[config.mk]
export PLATFORM = sky130hd
export DESIGN_NAME = seletor_entrada
export DESIGN_NICKNAME = d
export VERILOG_FILES = /design/src/rtl/seletor_entrada.sv
export SDC_FILE = /design/constraint.sdc
export NUM_CORES = 1
export LEC_CHECK = 0
export ABC_AREA = 1
export BUFFER_PORTS_ARGS = -buffer_cell sky130_fd_sc_hd__buf_2
export CAP_MARGIN = 10
export CORE_MARGIN = 8
export CORE_UTILIZATION = 55
export CTS_CLUSTER_DIAMETER = 120
export DETAILED_ROUTE_END_ITERATION = 10
export GPL_TIMING_DRIVEN = 0
export PLACE_DENSITY_LB_ADDON = 0.05
export SYNTH_ARGS = -nofsm -noshare
export SYNTH_HDL_FRONTEND = slang
export SYNTH_SLANG_ARGS = --single-unit
export TNS_END_PERCENT = 5
[constraint.sdc]
create_clock -name clk -period 2 [get_ports clk]
set_clock_uncertainty 0.1 [all_clocks]
set_input_delay 0.3 -clock clk [delete_from_list [all_inputs] [get_ports clk]]
set_output_delay 0.3 -clock clk [all_outputs]
set_load 0.01 [all_outputs]
[src/rtl/seletor_entrada.sv]
// Input stage for the Comparador: three debounced buttons select i in 1..11,
// ok confirms the value with a timed valid strobe, then waits for full release.
module seletor_entrada #(
    parameter int DEB_CYCLES  = 4,
    parameter int HOLD_CYCLES = 8
) (
    input  logic       clk,
    input  logic       rst,
    input  logic       btn_up,
    input  logic       btn_down,
    input  logic       btn_ok,
    output logic [3:0] i,
    output logic       v,
    output logic [1:0] estado
);

    localparam int DW = $clog2(DEB_CYCLES);
    localparam int HW = $clog2(HOLD_CYCLES + 1);

    typedef enum logic [1:0] {
        SELEC  = 2'b00,
        CONF   = 2'b01,
        ESPERA = 2'b10
    } state_t;

    // Bit order everywhere: [0] up, [1] down, [2] ok.
    logic [2:0]    raw;
    logic [2:0]    deb;
    logic [2:0]    deb_prev;
    logic [2:0]    press;
    logic [DW-1:0] deb_cnt [3];

    state_t        state, state_next;
    logic [3:0]    i_next;
    logic [HW-1:0] hold_cnt, hold_next;

    assign raw   = {btn_ok, btn_down, btn_up};
    assign press = deb & ~deb_prev;

    always_ff @(posedge clk) begin
        if (rst) begin
            deb      <= '0;
            deb_prev <= '0;
            for (int k = 0; k < 3; k++) begin
                deb_cnt[k] <= '0;
            end
        end else begin
            deb_prev <= deb;
            for (int k = 0; k < 3; k++) begin
                if (raw[k] == deb[k]) begin
                    deb_cnt[k] <= '0;
                end else if (deb_cnt[k] == DW'(DEB_CYCLES - 1)) begin
                    deb[k]     <= ~deb[k];
                    deb_cnt[k] <= '0;
                end else begin
                    deb_cnt[k] <= deb_cnt[k] + 1'b1;
                end
            end
        end
    end

    always_ff @(posedge clk) begin
        if (rst) begin
            state    <= SELEC;
            i        <= 4'd1;
            hold_cnt <= '0;
        end else begin
            state    <= state_next;
            i        <= i_next;
            hold_cnt <= hold_next;
        end
    end

    always_comb begin
        state_next = state;
        i_next     = i;
        hold_next  = hold_cnt;
        case (state)
            SELEC: begin
                if (press[2]) begin
                    state_next = CONF;
                    hold_next  = HW'(HOLD_CYCLES);
                end else if (press[0] && !press[1]) begin
                    i_next = (i == 4'd11) ? 4'd1 : i + 4'd1;
                end else if (press[1] && !press[0]) begin
                    i_next = (i == 4'd1) ? 4'd11 : i - 4'd1;
                end
            end
            CONF: begin
                // Leaving on the count of 1 gives exactly HOLD_CYCLES cycles in CONF.
                if (hold_cnt <= HW'(1)) begin
                    state_next = ESPERA;
                    hold_next  = '0;
                end else begin
                    hold_next = hold_cnt - 1'b1;
                end
            end
            ESPERA: begin
                if (deb == 3'b000) begin
                    state_next = SELEC;
                end
            end
            default: state_next = SELEC;
        endcase
        if (i == 4'd0 || i > 4'd11) begin
            i_next = 4'd1;
        end
    end

    always_comb begin
        v      = (state == CONF);
        estado = state;
    end

endmodule

# Yosys cells after proc, flatten, opt, wreduce, memory -nomap -nowiden
# Memory sizes are Yosys's and may differ from the RTL's.
# Index checks and enable logic that the tools add are counted.
# Widths: inputs -> output; s select.
[op_classes]
order_cmp = 2
n_bitwise = 18
eq_ne = 13
n_reduce_logical = 17
n_addsub = 6
mux = 55
[ops]
columns = ["cell", "n"]
rows = [
  ["$mux 1", 35],
  ["$mux 2", 12],
  ["$mux 4", 6],
  ["$or 1x1->1", 9],
  ["$eq 2x2->1 const B", 4],
  ["$pmux 4 s2", 1],
  ["$reduce_and 2->1", 4],
  ["$sub 4x1->4 const B", 2],
  ["$not 1->1", 7],
  ["$add 2x1->2 const B", 3],
  ["$pmux 2 s3", 1],
  ["$reduce_and 3->1", 2],
  ["$add 4x1->4 const B", 1],
  ["$eq 4x1->1 const B", 1],
  ["$eq 4x4->1 const B", 1],
  ["$gt 4x4->1 const B", 1],
  ["$le 4x1->1 const B", 1],
  ["$logic_not 4->1", 1],
  ["$ne 2x2->1 const B", 2],
  ["$reduce_bool 2->1", 2],
  ["$and 3x3->3", 1],
  ["$eq 1x1->1", 3],
  ["$logic_not 3->1", 1],
  ["$not 3->3", 1],
  ["other kinds (7)", 9],
]
[word_totals]
mem_bits_rw = 6
wordCells = 119
ff_bits = 16
in_bits = 5
mem_count = 1
[mem_list]
columns = ["memory", "words", "word_bits", "read_ports", "rd_ports_with_merged_regs", "wr", "line_no", "source"]
rows = [
  ["deb_cnt", 3, 2, 3, 0, 3, "31", "logic [DW-1:0] deb_cnt [3];"],
]

# Longest topological paths before layout
# Gate-level depths: netlist of run 1.
[depth]
word_depth = 7
mapped_depth = 9
depth_no_buf = 9

# Worst setup path before layout of run 1
# Ideal clock, no wire load.
[synth_path]
kind = "register -> register"
start = "reg deb[1]"
end = "reg i[3]"
stages_incl_launch_ff = 8
setup_time_ps = 115
required_time_ps = 1785
synth_period_minus_slack_ps = 1543
setup_slack_ps = 457
arrival_ps = 1328
cell_sequence = "dfxtp_1 inv_1 or2_2 ha_1 nor2_2 nand2_1 nor2_1 nor2_1"
[synth_between]
elab_chain_cells = 5
elab_cells_between_ends = 7
[synth_lines]
columns = ["item", "line_no", "source"]
rows = [
  ["start: declaration", "28", "logic [2:0] deb;"],
  ["start signal: indexed assignment", "53", "deb[k] <= ~deb[k];"],
  ["$and 3x3->3 (*)", "38", "assign press = deb & ~deb_prev;"],
  ["$logic_not 1->1", "83", "end else if (press[0] && !press[1]) begin"],
  ["$logic_and 1x1->1", "83", ""],
  ["$reduce_bool 2->1 (no source line)", "-", ""],
  ["$reduce_and 3->1 (no source line)", "-", ""],
  ["end signal: assignment", "69", "i <= i_next;"],
  ["end: declaration", "12", "output logic [3:0] i,"],
]
# Mark *: on every way between the ends. The rest lies on a longest branch, timed or not.
# A chain may end at the register's enable or synchronous reset.

# Final worst setup path of run 1
# Same ends and word-level chain as after synthesis.

==> results of run 1 <==
## worst max-delay path, delay by kind of cell (launching register included)
kind	cells	cell delay, ns
adders and majority gates	1	0.31
buffers and inverters	1	0.07
DFF	1	0.41
and+or+nand+nor	5	0.71
## cell type report
cell class              instances  area [um^2]
fillers                       196          813
multi-input cells             110          606
flip-flops and latches         22          500
inverters                      27          101
repair buffers                 10         50.0
well taps                      28         35.0
clock buffers                   4         26.3
plain buffers                   2         16.3
## per-stage QoR
stage | hold slack (ns) | area (um^2) | power [mW] | std cells | setup slack [ns]
final | 0.154 | 1340 | 0.906 | 203 | 0.297
after global routing | 0.129 | 1340 | 0.973 | 203 | 0.127
after CTS | 0.141 | 1340 | 0.917 | 203 | 0.299
after detailed placement | 0.386 | 1310 | 0.720 | 199 | 0.319
after global placement | 0.375 | 1310 | 0.713 | 199 | 0.332
after floorplan | 0.327 | 1220 | 0.671 | 161 | 0.457
## cell families after synthesis
| group | count (synthesis) | share of synthesized area |
|---|---|---|
| AO/OA/AOI/OAI | 31 | 0.145 |
| XOR/XNOR | 3 | 0.0218 |
| adder cells (fa/ha/maj) | 10 | 0.104 |
| buffers and inverters | 29 | 0.0976 |
| flip-flops | 22 | 0.415 |
| other | 1 | 0.00311 |
| AND/OR/NAND/NOR | 60 | 0.213 |
## registers in the layout, summed over array words and instances, names as in the netlist
register / flops
i: 4
deb_prev: 3
estado: 2
deb_cnt: 6
deb: 3
hold_cnt: 4
## layer usage
layer  part of all wire  track usage  vias up
met1               0.46        0.117      444
met5                  0            0        -
met3              0.041       0.0341        4
li1                   -            -      536
met4              0.016       0.0598        0
met2               0.48        0.190       17
## how the worst max path moves through the flow
stage / to / slack (ns) / depth (start not counted) / start
after floorplan: i[3] / 0.46 / 7 / deb[1]
final: i[3] / 0.30 / 7 / deb[1]
after global routing: i[1] / 0.13 / 7 / deb[1]
after CTS: i[1] / 0.30 / 7 / deb[1]
after global placement: i[1] / 0.33 / 7 / deb[1]
after detailed placement: i[1] / 0.32 / 7 / deb[1]
## placed cells by master, fill, tap and decap left out
master,synthesis,layout
xor2_1,3,3
nand3_1,8,8
a21oi_1,16,16
or2_2,1,1
o21ai_1,1,1
buf_2,1,11
o31ai_1,1,1
dfxtp_1,16,16
clkbuf_4,0,3
nand4_1,2,2
o21bai_1,2,2
buf_6,1,1
clkbuf_1,0,1
edfxtp_1,6,6
o21a_1,1,1
nor2_1,19,19
nor3_1,1,1
nand2_1,24,24
conb_1,1,6
ha_1,10,10
o211ai_1,4,4
inv_1,26,26
nand2_2,1,1
o21ai_0,6,6
inv_2,1,1
nor2_2,4,4
## report_power, final
group	leakage, nW	switching [mW]	internal [mW]
logic	0.456	0.119	0.0786
registers	0.192	0.0259	0.487
clock network	0.0150	0.118	0.0776
==> reports/metrics.csv, run 1 <==
stage,metric,value,unit
clock_network,hold_buffers,0,
hold_path,hold_path_class,in2reg,
global_routing,grt_antenna_before_repair,0,
die,initial_core_util,0.561,
power,max-vdd-ir-drop,0.000465,V
global_routing,grt_pass1_wl,3620,um
clock_network,clkSlewWorstSetupHoldPaths,0.11,ns
yosys,synthesis.area,0.00120,mm^2
route,routed_wl,2040,um
hold_path,min_to,deb[0],
clock_network,htreeDepth,1,
yosys,ys_types,24,
route,avgViaCountPerCell,4.93,
critical_path,cp.arrival,1.80,ns
sta,max_freq,0.587,GHz
clock_network,ctsResizeCount,0,
clock_network,cts_tree,done,
critical_path,path_class,reg2reg,
clock_network,cts_setup_buffers,0,
die,rows,17,
die,die_width,62.8,um
yosys,syn_area_per_cell,7.72,um^2
yosys,synth_commonest_cells,"inv_1, nand2_1, nor2_1",
sta,finalSetupTns,0,ns
route,first_pass_iters,4,
yosys,synth_top_cell_by_area,dfxtp_1,
sta,grt_setup_unrepaired,no,
global_routing,grtUsageTotal,0.110,
power,power_density,678,mW/mm^2
placed_design,post-dp-hpwl,1640,um
critical_path,cpMaxStageDelayCell,dfxtp_1,
route,avgRoutedWirePerCell,10.0,um
clock_network,clkSinkCount,22,
die,dieArea,0.00394,mm^2
power,leakagePower,0.663,nW
route,via_count,1001,
layout,fin_util,0.621,
route,postRouteAntennaNets,0,
global_routing,grt_max_degree,13,
critical_path,startpoint_type,register,
critical_path,max_stage_delay,0.41,ns
clock_network,cts_buffers,3,
route,drcViolationCount,0,
yosys,ys_seq_elements,22,
global_routing,grt_pass1_vias,903,
critical_path,r2r_slack,0.30,ns
critical_path,crit_required,2.10,ns
critical_path,cp-end-kind,register,
critical_path,rr_worst_depth,7,
layout,fin_nets,191,
yosys,synthFlopType,dfxtp_1,
sta,fin_crit,1.70,ns
yosys,synth.yosys.seq_area_share,0.415,
yosys,synth_cells,156,
layout,area_growth,10.8,%
die,design.core.area,0.00215,mm^2
sta,final_max_slew_viol_count,0,
layout,drive_gt1_frac,0.126,
yosys,synth_top_area_frac,0.266,
sta,fin_crit_sh,0.852,
hold_path,min_delay_path_depth,3,
clock_network,clockRootBuffer,clkbuf_4,
placed_design,port_buffers,10,
critical_path,cp_common_cell,nor2_1,
yosys,synth.area.top_cells,"dfxtp_1, edfxtp_1, ha_1, inv_1, nand2_1",
yosys,yosys_warnings,0,
layout,n_antenna_cell,0,
global_routing,grt.overflow.total,0,
critical_path,path_cells,inv_1 -> or2_2 -> ha_1 -> nor2_2 -> nand2_1 -> nor2_1 -> nor2_1,
route,drt_iter0_drc,52,
clock_network,cts_buffer_depth,2,
die,io_pins,12,
hold_path,hold_path.startpoint,btn_up,
yosys,synthArstFlopShare,0,
yosys,synth-edff-count,6,
placed_design,gp_congestion,0.875,
sta,hold_viol,0,
die,fp.dieH,62.8,um
sta,setup_viol,0,
yosys,synth.most_common_cell,inv_1,
outcome,outcome,completed,
flow_run,drv_cap,0,
critical_path,critPathMaxFanout,5,
clock_network,clkLatencyLatePin,0.30,ns
critical_path,r2r_start,deb[1],
critical_path,r2r-end,i[3],
(Power assumes the default switching activity.)
==> inputs of run 2 (changes only) <==
--- a/config.mk
+++ b/config.mk
@@ -10,9 +10,9 @@
 export CAP_MARGIN = 10
 export CORE_MARGIN = 8
 export CORE_UTILIZATION = 55
+export CTS_BUF_LIST = sky130_fd_sc_hd__clkbuf_4 sky130_fd_sc_hd__clkbuf_8 sky130_fd_sc_hd__clkbuf_16
 export CTS_CLUSTER_DIAMETER = 120
 export DETAILED_ROUTE_END_ITERATION = 10
-export GPL_TIMING_DRIVEN = 0
 export PLACE_DENSITY_LB_ADDON = 0.05
 export SYNTH_ARGS = -nofsm -noshare
 export SYNTH_HDL_FRONTEND = slang
==> run 2 against run 1 <==
Combinational power fell by 5%; utilization decreased by 0.35 points; flip-flop and latch count unchanged; clock-buffer cell count did not move; maximum frequency grew 2.7%; critical path depth unchanged; sequential power increased by 0.8%; register-to-register slack better by 0.04 ns; wire length is 0.79% higher; global-route usage grew 0.22 points; die area unchanged; largest cell class unchanged; highest routed layer unchanged.
==> reports/metrics.csv, run 2 (synthesis results as in run 1) <==
stage,metric,value,unit
outcome,outcome,completed,
sta,finalSetupTns,0,ns
sta,whs,0.138,ns
critical_path,cp.arrival,1.77,ns
placed_design,gp_congestion,0.883,
layout,layout_commonest_cell,inv_1,
layout,multiInputGateArea,606,um^2
hold_path,hold_path_class,in2reg,
die,dieArea,0.00394,mm^2
layout,largest_reg_flops,6,
layout,n_antenna_cell,0,
route,postRouteAntennaNets,0,
sta,fin_crit,1.66,ns
layout,fin_nets,190,
clock_network,clkSlewWorstSetupHoldPaths,0.12,ns
power,leakagePower,0.660,nW
global_routing,grtUsageTotal,0.113,
placed_design,dp_cells,198,
power,max-vdd-ir-drop,0.000586,V
clock_network,cts_setup_buffers,0,
clock_network,ctsResizeCount,0,
critical_path,path_cells,inv_1 -> or2_2 -> ha_1 -> nor2_2 -> o211ai_1 -> nand2_1 -> inv_1,
critical_path,critPathMaxFanout,5,
clock_network,clkLatencyLatePin,0.30,ns
route,via_count,994,
clock_network,clockRootBuffer,clkbuf_4,
sta,setup_viol,0,
placed_design,placed_area,0.00130,mm^2
die,design.core.area,0.00215,mm^2
critical_path,cpMaxStageDelayCell,dfxtp_1,
route,drcViolationCount,0,
die,io_pins,12,
global_routing,grt.overflow.total,0,
sta,final_max_slew_viol_count,0,
placed_design,port_buffers,11,
die,initial_core_util,0.561,
route,avgRoutedWirePerCell,10.2,um
clock_network,cts_tree,done,
power,seq_power_share,0.560,
route,drt_iter0_drc,30,
global_routing,grt_max_degree,13,
critical_path,max_stage_delay,0.40,ns
placed_design,post-dp-hpwl,1640,um
route,routed_wl,2050,um
clock_network,hold_buffers,0,
global_routing,grt_pass1_wl,3710,um
layout,area_growth,10.2,%
critical_path,cp_common_cell,inv_1,
layout,regMostFlops,deb_cnt,
power,power_frac_clock,0.238,
layout,regArea,500,um^2
power,power_density,696,mW/mm^2
layout,final-instance-count-excl-fill,202,
layout,design_area,0.00133,mm^2
route,first_pass_iters,4,
power,pwr-share-comb,0.203,
clock_network,cts_buffers,3,
critical_path,cp-end-kind,register,
layout,layout_common_cells,"inv_1, nand2_1, nor2_1",
power,power.switching,0.272,mW
critical_path,cp_top_family,simple AND/OR/NAND/NOR gates,
layout,reg_top3,"deb_cnt: 6 flops, hold_cnt: 4 flops, i: 4 flops",
critical_path,startpoint_type,register,
flow_run,drv_cap,0,
route,avgViaCountPerCell,4.92,
die,rows,17,
die,die_width,62.8,um
critical_path,path_class,reg2reg,
layout,drive_gt1_frac,0.126,
clock_network,htreeDepth,1,
layout,num-fill-cells,203,
sta,grt_setup_unrepaired,no,
clock_network,cts_buffer_depth,2,
sta,hold_viol,0,
power,p_int,0.652,mW
clock_network,clkSinkCount,22,
critical_path,crit_required,2.11,ns
die,fp.dieH,62.8,um
critical_path,cp_num_buf_inv,2,
sta,max_freq,0.603,GHz
global_routing,grt_antenna_before_repair,0,
sta,fin_crit_sh,0.829,
power,switching_share,0.294,
global_routing,grt_pass1_vias,902,
run 2: cell types whose count changed in the layout (fill, tap and decap cells not counted):
cell / change
buf_6: -1
clkbuf_1: -1
clkbuf_4: +1
run 2: final cells by class:
cell class,count,share of cell area
sequential,22,0.377
clock buffer,4,0.0226
multi-input combinational,110,0.456
timing repair buffer,11,0.0415
inverter,27,0.0763
tap,28,0.0264
run 2: worst paths after layout:
check / from / end / slack [ns] / cells after the start
worst max register to register: deb[1] / i[1] / 0.34 / 7
worst max-delay path: deb[1] / i[1] / 0.34 / 7
worst min-delay path: btn_down / deb[1] / 0.14 / 3
worst min register to register: deb[1] / deb_prev[1] / 0.40 / 2
run 2: power by group through the flow:
stage / logic [mW] / clock network, mW / registers (mW)
4_1_cts: 0.188 / 0.229 / 0.518
3_5_place_dp: 0.188 / 0 / 0.528
3_3_place_gp: 0.183 / 0 / 0.526
5_1_grt: 0.220 / 0.252 / 0.523
6_report: 0.187 / 0.220 / 0.517
2_1_floorplan: 0.147 / 0 / 0.524
run 2: worst reg2reg max path: stages, from the launching register on:
cell and delay [ns]:
dfxtp_1 0.40, inv_1 0.07, or2_2 0.27, ha_1 0.30, nor2_2 0.20, o211ai_1 0.12, nand2_1 0.07, inv_1 0.04
run 2: per-stage QoR:
step	setup WS (ns)	total power, mW	util
final	0.341	0.924	0.618
after CTS	0.336	0.936	0.618
after detailed placement	0.364	0.716	0.604
after global routing	0.196	0.995	0.618
after floorplan	0.457	0.671	-
after global placement	0.397	0.709	0.604
run 2: routing by layer:
metal	global-route usage	vias to the layer above	share of wire
li1	-	535	-
met1	0.130	440	0.47
met2	0.184	14	0.47
met3	0.0323	5	0.040
met4	0.0598	0	0.019
met5	0	-	0
==> inputs of run 3 (changes only) <==
--- a/config.mk
+++ b/config.mk
@@ -5,7 +5,7 @@
 export SDC_FILE = /design/constraint.sdc
 export NUM_CORES = 1
 export LEC_CHECK = 0
-export ABC_AREA = 1
+export ABC_AREA = 0
 export BUFFER_PORTS_ARGS = -buffer_cell sky130_fd_sc_hd__buf_2
 export CAP_MARGIN = 10
 export CORE_MARGIN = 8
==> constraint.sdc (replaced) <==
create_clock -name clk -period 1.6 [get_ports clk]
set_clock_uncertainty 0.1 [all_clocks]
set_input_delay 0.24 -clock clk [delete_from_list [all_inputs] [get_ports clk]]
set_output_delay 0.24 -clock clk [all_outputs]
set_load 0.01 [all_outputs]
==> run 3 against run 2 <==
Non-clock buffer count grew 6; synthesized cell count is 19% lower; clock-buffer cell count unchanged; highest routed layer unchanged; combinational power shrank 7%; flip-flop and latch count stayed put; largest cell class unchanged.
==> reports/metrics.csv, run 3 <==
stage,metric,value,unit
hold_path,hold_path_class,in2reg,
yosys,synth.area.top_cells,"dfxtp_1, edfxtp_1, ha_1, nor2_1, a21oi_1",
layout,n_antenna_cell,0,
die,die_width,62.3,um
route,avgViaCountPerCell,5.37,
sta,fin_crit,1.54,ns
clock_network,htreeDepth,1,
flow_run,drv_cap,0,
sta,hold_viol,0,
layout,layout_common_cells,"nor2_1, dfxtp_1, inv_1, buf_2, a21oi_1",
clock_network,cts_buffer_depth,2,
layout,area_growth,18.0,%
yosys,ys_types,33,
sta,fin_crit_sh,0.962,
layout,drive_gt1_frac,0.213,
critical_path,path_class,reg2reg,
die,rows,16,
critical_path,cp-end-kind,register,
yosys,synthXorXnorAreaFrac,0.0222,
critical_path,crit_required,1.69,ns
layout,reg_top3,"deb_cnt: 6 flops, hold_cnt: 4 flops, i: 4 flops",
layout,fin_nets,166,
layout,largest_reg_flops,6,
power,switching_share,0.251,
yosys,yosys_warnings,0,
yosys,synth_commonest_cells,"dfxtp_1, nor2_1, inv_1",
critical_path,path_cells,nor2b_4 -> ha_4 -> nor4_4 -> buf_4 -> o211a_1 -> o21ai_1,
power,power.total,1.10,mW
die,fp.dieH,62.3,um
die,design.core.area,0.00200,mm^2
yosys,synth_top_cell_by_area,dfxtp_1,
sta,max_freq,0.650,GHz
clock_network,clkSlewWorstSetupHoldPaths,0.12,ns
clock_network,cts_buffers,3,
power,seq_power_share,0.567,
critical_path,cpMaxStageDelayCell,dfxtp_2,
route,avgRoutedWirePerCell,12.5,um
global_routing,grt_max_degree,18,
yosys,syn_area_per_cell,9.30,um^2
placed_design,gp_congestion,0.864,
sta,finalSetupTns,0,ns
yosys,synth_compound_area_frac,0.157,
yosys,synth-simple-area-share,0.216,
die,dieArea,0.00389,mm^2
global_routing,grt_pass1_vias,836,
power,power.switching,0.275,mW
yosys,synth_cells,127,
die,initial_core_util,0.590,
yosys,synthFlopType,dfxtp_1,
clock_network,clockRootBuffer,clkbuf_4,
die,io_pins,12,
route,drt_iter0_drc,20,
yosys,ys_seq_elements,22,
power,leakagePower,0.612,nW
yosys,synth.most_common_cell,dfxtp_1,
layout,design_area,0.00139,mm^2
yosys,muxShareOfSynthArea,0.0254,
clock_network,clkLatencyLatePin,0.30,ns
route,postRouteAntennaNets,0,
yosys,synth.yosys.seq_area_share,0.424,
yosys,synth_fa_ha_area_frac,0.106,
critical_path,critPathMaxFanout,6,
global_routing,grt_pass1_wl,3530,um
route,routed_wl,2210,um
power,max-vdd-ir-drop,0.000936,V
route,via_count,951,
clock_network,clkSinkCount,22,
power,power_density,787,mW/mm^2
placed_design,port_buffers,11,
yosys,synthesis.area,0.00118,mm^2
global_routing,grtUsageTotal,0.107,
placed_design,post-dp-hpwl,1590,um
clock_network,hold_buffers,0,
sta,grt_setup_unrepaired,yes,
yosys,synth-edff-count,6,
yosys,synth_top_area_frac,0.271,
layout,regMostFlops,deb_cnt,
sta,setup_viol,0,
critical_path,startpoint_type,register,
power,pwr-share-comb,0.157,
sta,final_max_slew_viol_count,0,
power,p_int,0.821,mW
clock_network,cts_tree,done,
yosys,synth_top_family_by_area,simple AND/OR/NAND/NOR gates,
sta,whs,0.0855,ns
critical_path,cp.arrival,1.63,ns
route,first_pass_iters,4,
layout,layout_commonest_cell,nor2_1,
critical_path,max_stage_delay,0.35,ns
power,power_frac_clock,0.275,
global_routing,grt_antenna_before_repair,0,
layout,num-fill-cells,161,
outcome,outcome,completed,
yosys,synthArstFlopShare,0,
route,drcViolationCount,0,
global_routing,grt.overflow.total,0,
placed_design,placed_area,0.00131,mm^2
-- run 3: cell type report --
cell class / count / area (um^2) / area share
multi-input cells: 96 / 677 / 0.486
flip-flops and latches: 22 / 505 / 0.363
repair buffers: 17 / 100 / 0.0718
inverters: 11 / 41.3 / 0.0296
clock buffers: 4 / 36.3 / 0.0260
well taps: 27 / 33.8 / 0.0242
-- run 3: path summary, 6_finish.rpt --
path               start          end  slack, ns  cells after the start
max               deb[0]         i[0]       0.06                      6
min             btn_down       deb[1]       0.09                      3
max reg2reg       deb[0]         i[0]       0.06                      6
min reg2reg  hold_cnt[1]  hold_cnt[1]       0.37                      2
-- run 3: per-stage QoR --
step	instances	setup WS, ns	util
6_report	177	0.0606	0.696
2_1_floorplan	132	0.0172	-
5_1_grt	177	-0.0468	0.696
3_5_place_dp	171	-0.0603	0.652
3_3_place_gp	171	0.00428	0.652
4_1_cts	177	0.0446	0.678
-- run 3: cell families after synthesis --
logic type               Yosys count
AND/OR/NAND/NOR                   45
flip-flops                        22
AO/OA/AOI/OAI                     29
adder cells (fa/ha/maj)           10
other                              1
multiplexers                       3
XOR/XNOR                           3
buffers and inverters             14
-- run 3: power groups by stage --
stage | clock network [mW] | registers (mW) | logic, mW
after floorplan | 0 | 0.632 | 0.112
after global placement | 0 | 0.631 | 0.154
after detailed placement | 0 | 0.633 | 0.159
after CTS | 0.309 | 0.621 | 0.164
after global routing | 0.329 | 0.626 | 0.193
final | 0.302 | 0.622 | 0.173
-- run 3: repair_timing --
item / CTS / global route
buffers inserted: 2 / 0
setup endpoints to repair: 4 / 7
pin swaps: 1 / 3
gates resized for setup: 0 / 11
-- run 3: per-layer routing --
| metal | vias to the layer above | wire length, um | GRT usage | share of wire |
|---|---|---|---|---|
| li1 | 486 | - | - | - |
| met1 | 437 | 1020 | 0.131 | 0.46 |
| met2 | 24 | 1060 | 0.176 | 0.48 |
| met3 | 4 | 99 | 0.0412 | 0.045 |
| met4 | 0 | 29 | 0.0171 | 0.013 |
| met5 | - | 0 | 0 | 0 |
-- run 3: critical path: cells and delay by family (launching register included) --
family                     cells  cell delay [ns]
DFF                            1             0.35
AOI/OAI and AO/OA              2             0.21
buffers and inverters          1             0.18
and+or+nand+nor                2             0.37
adders and majority gates      1             0.21
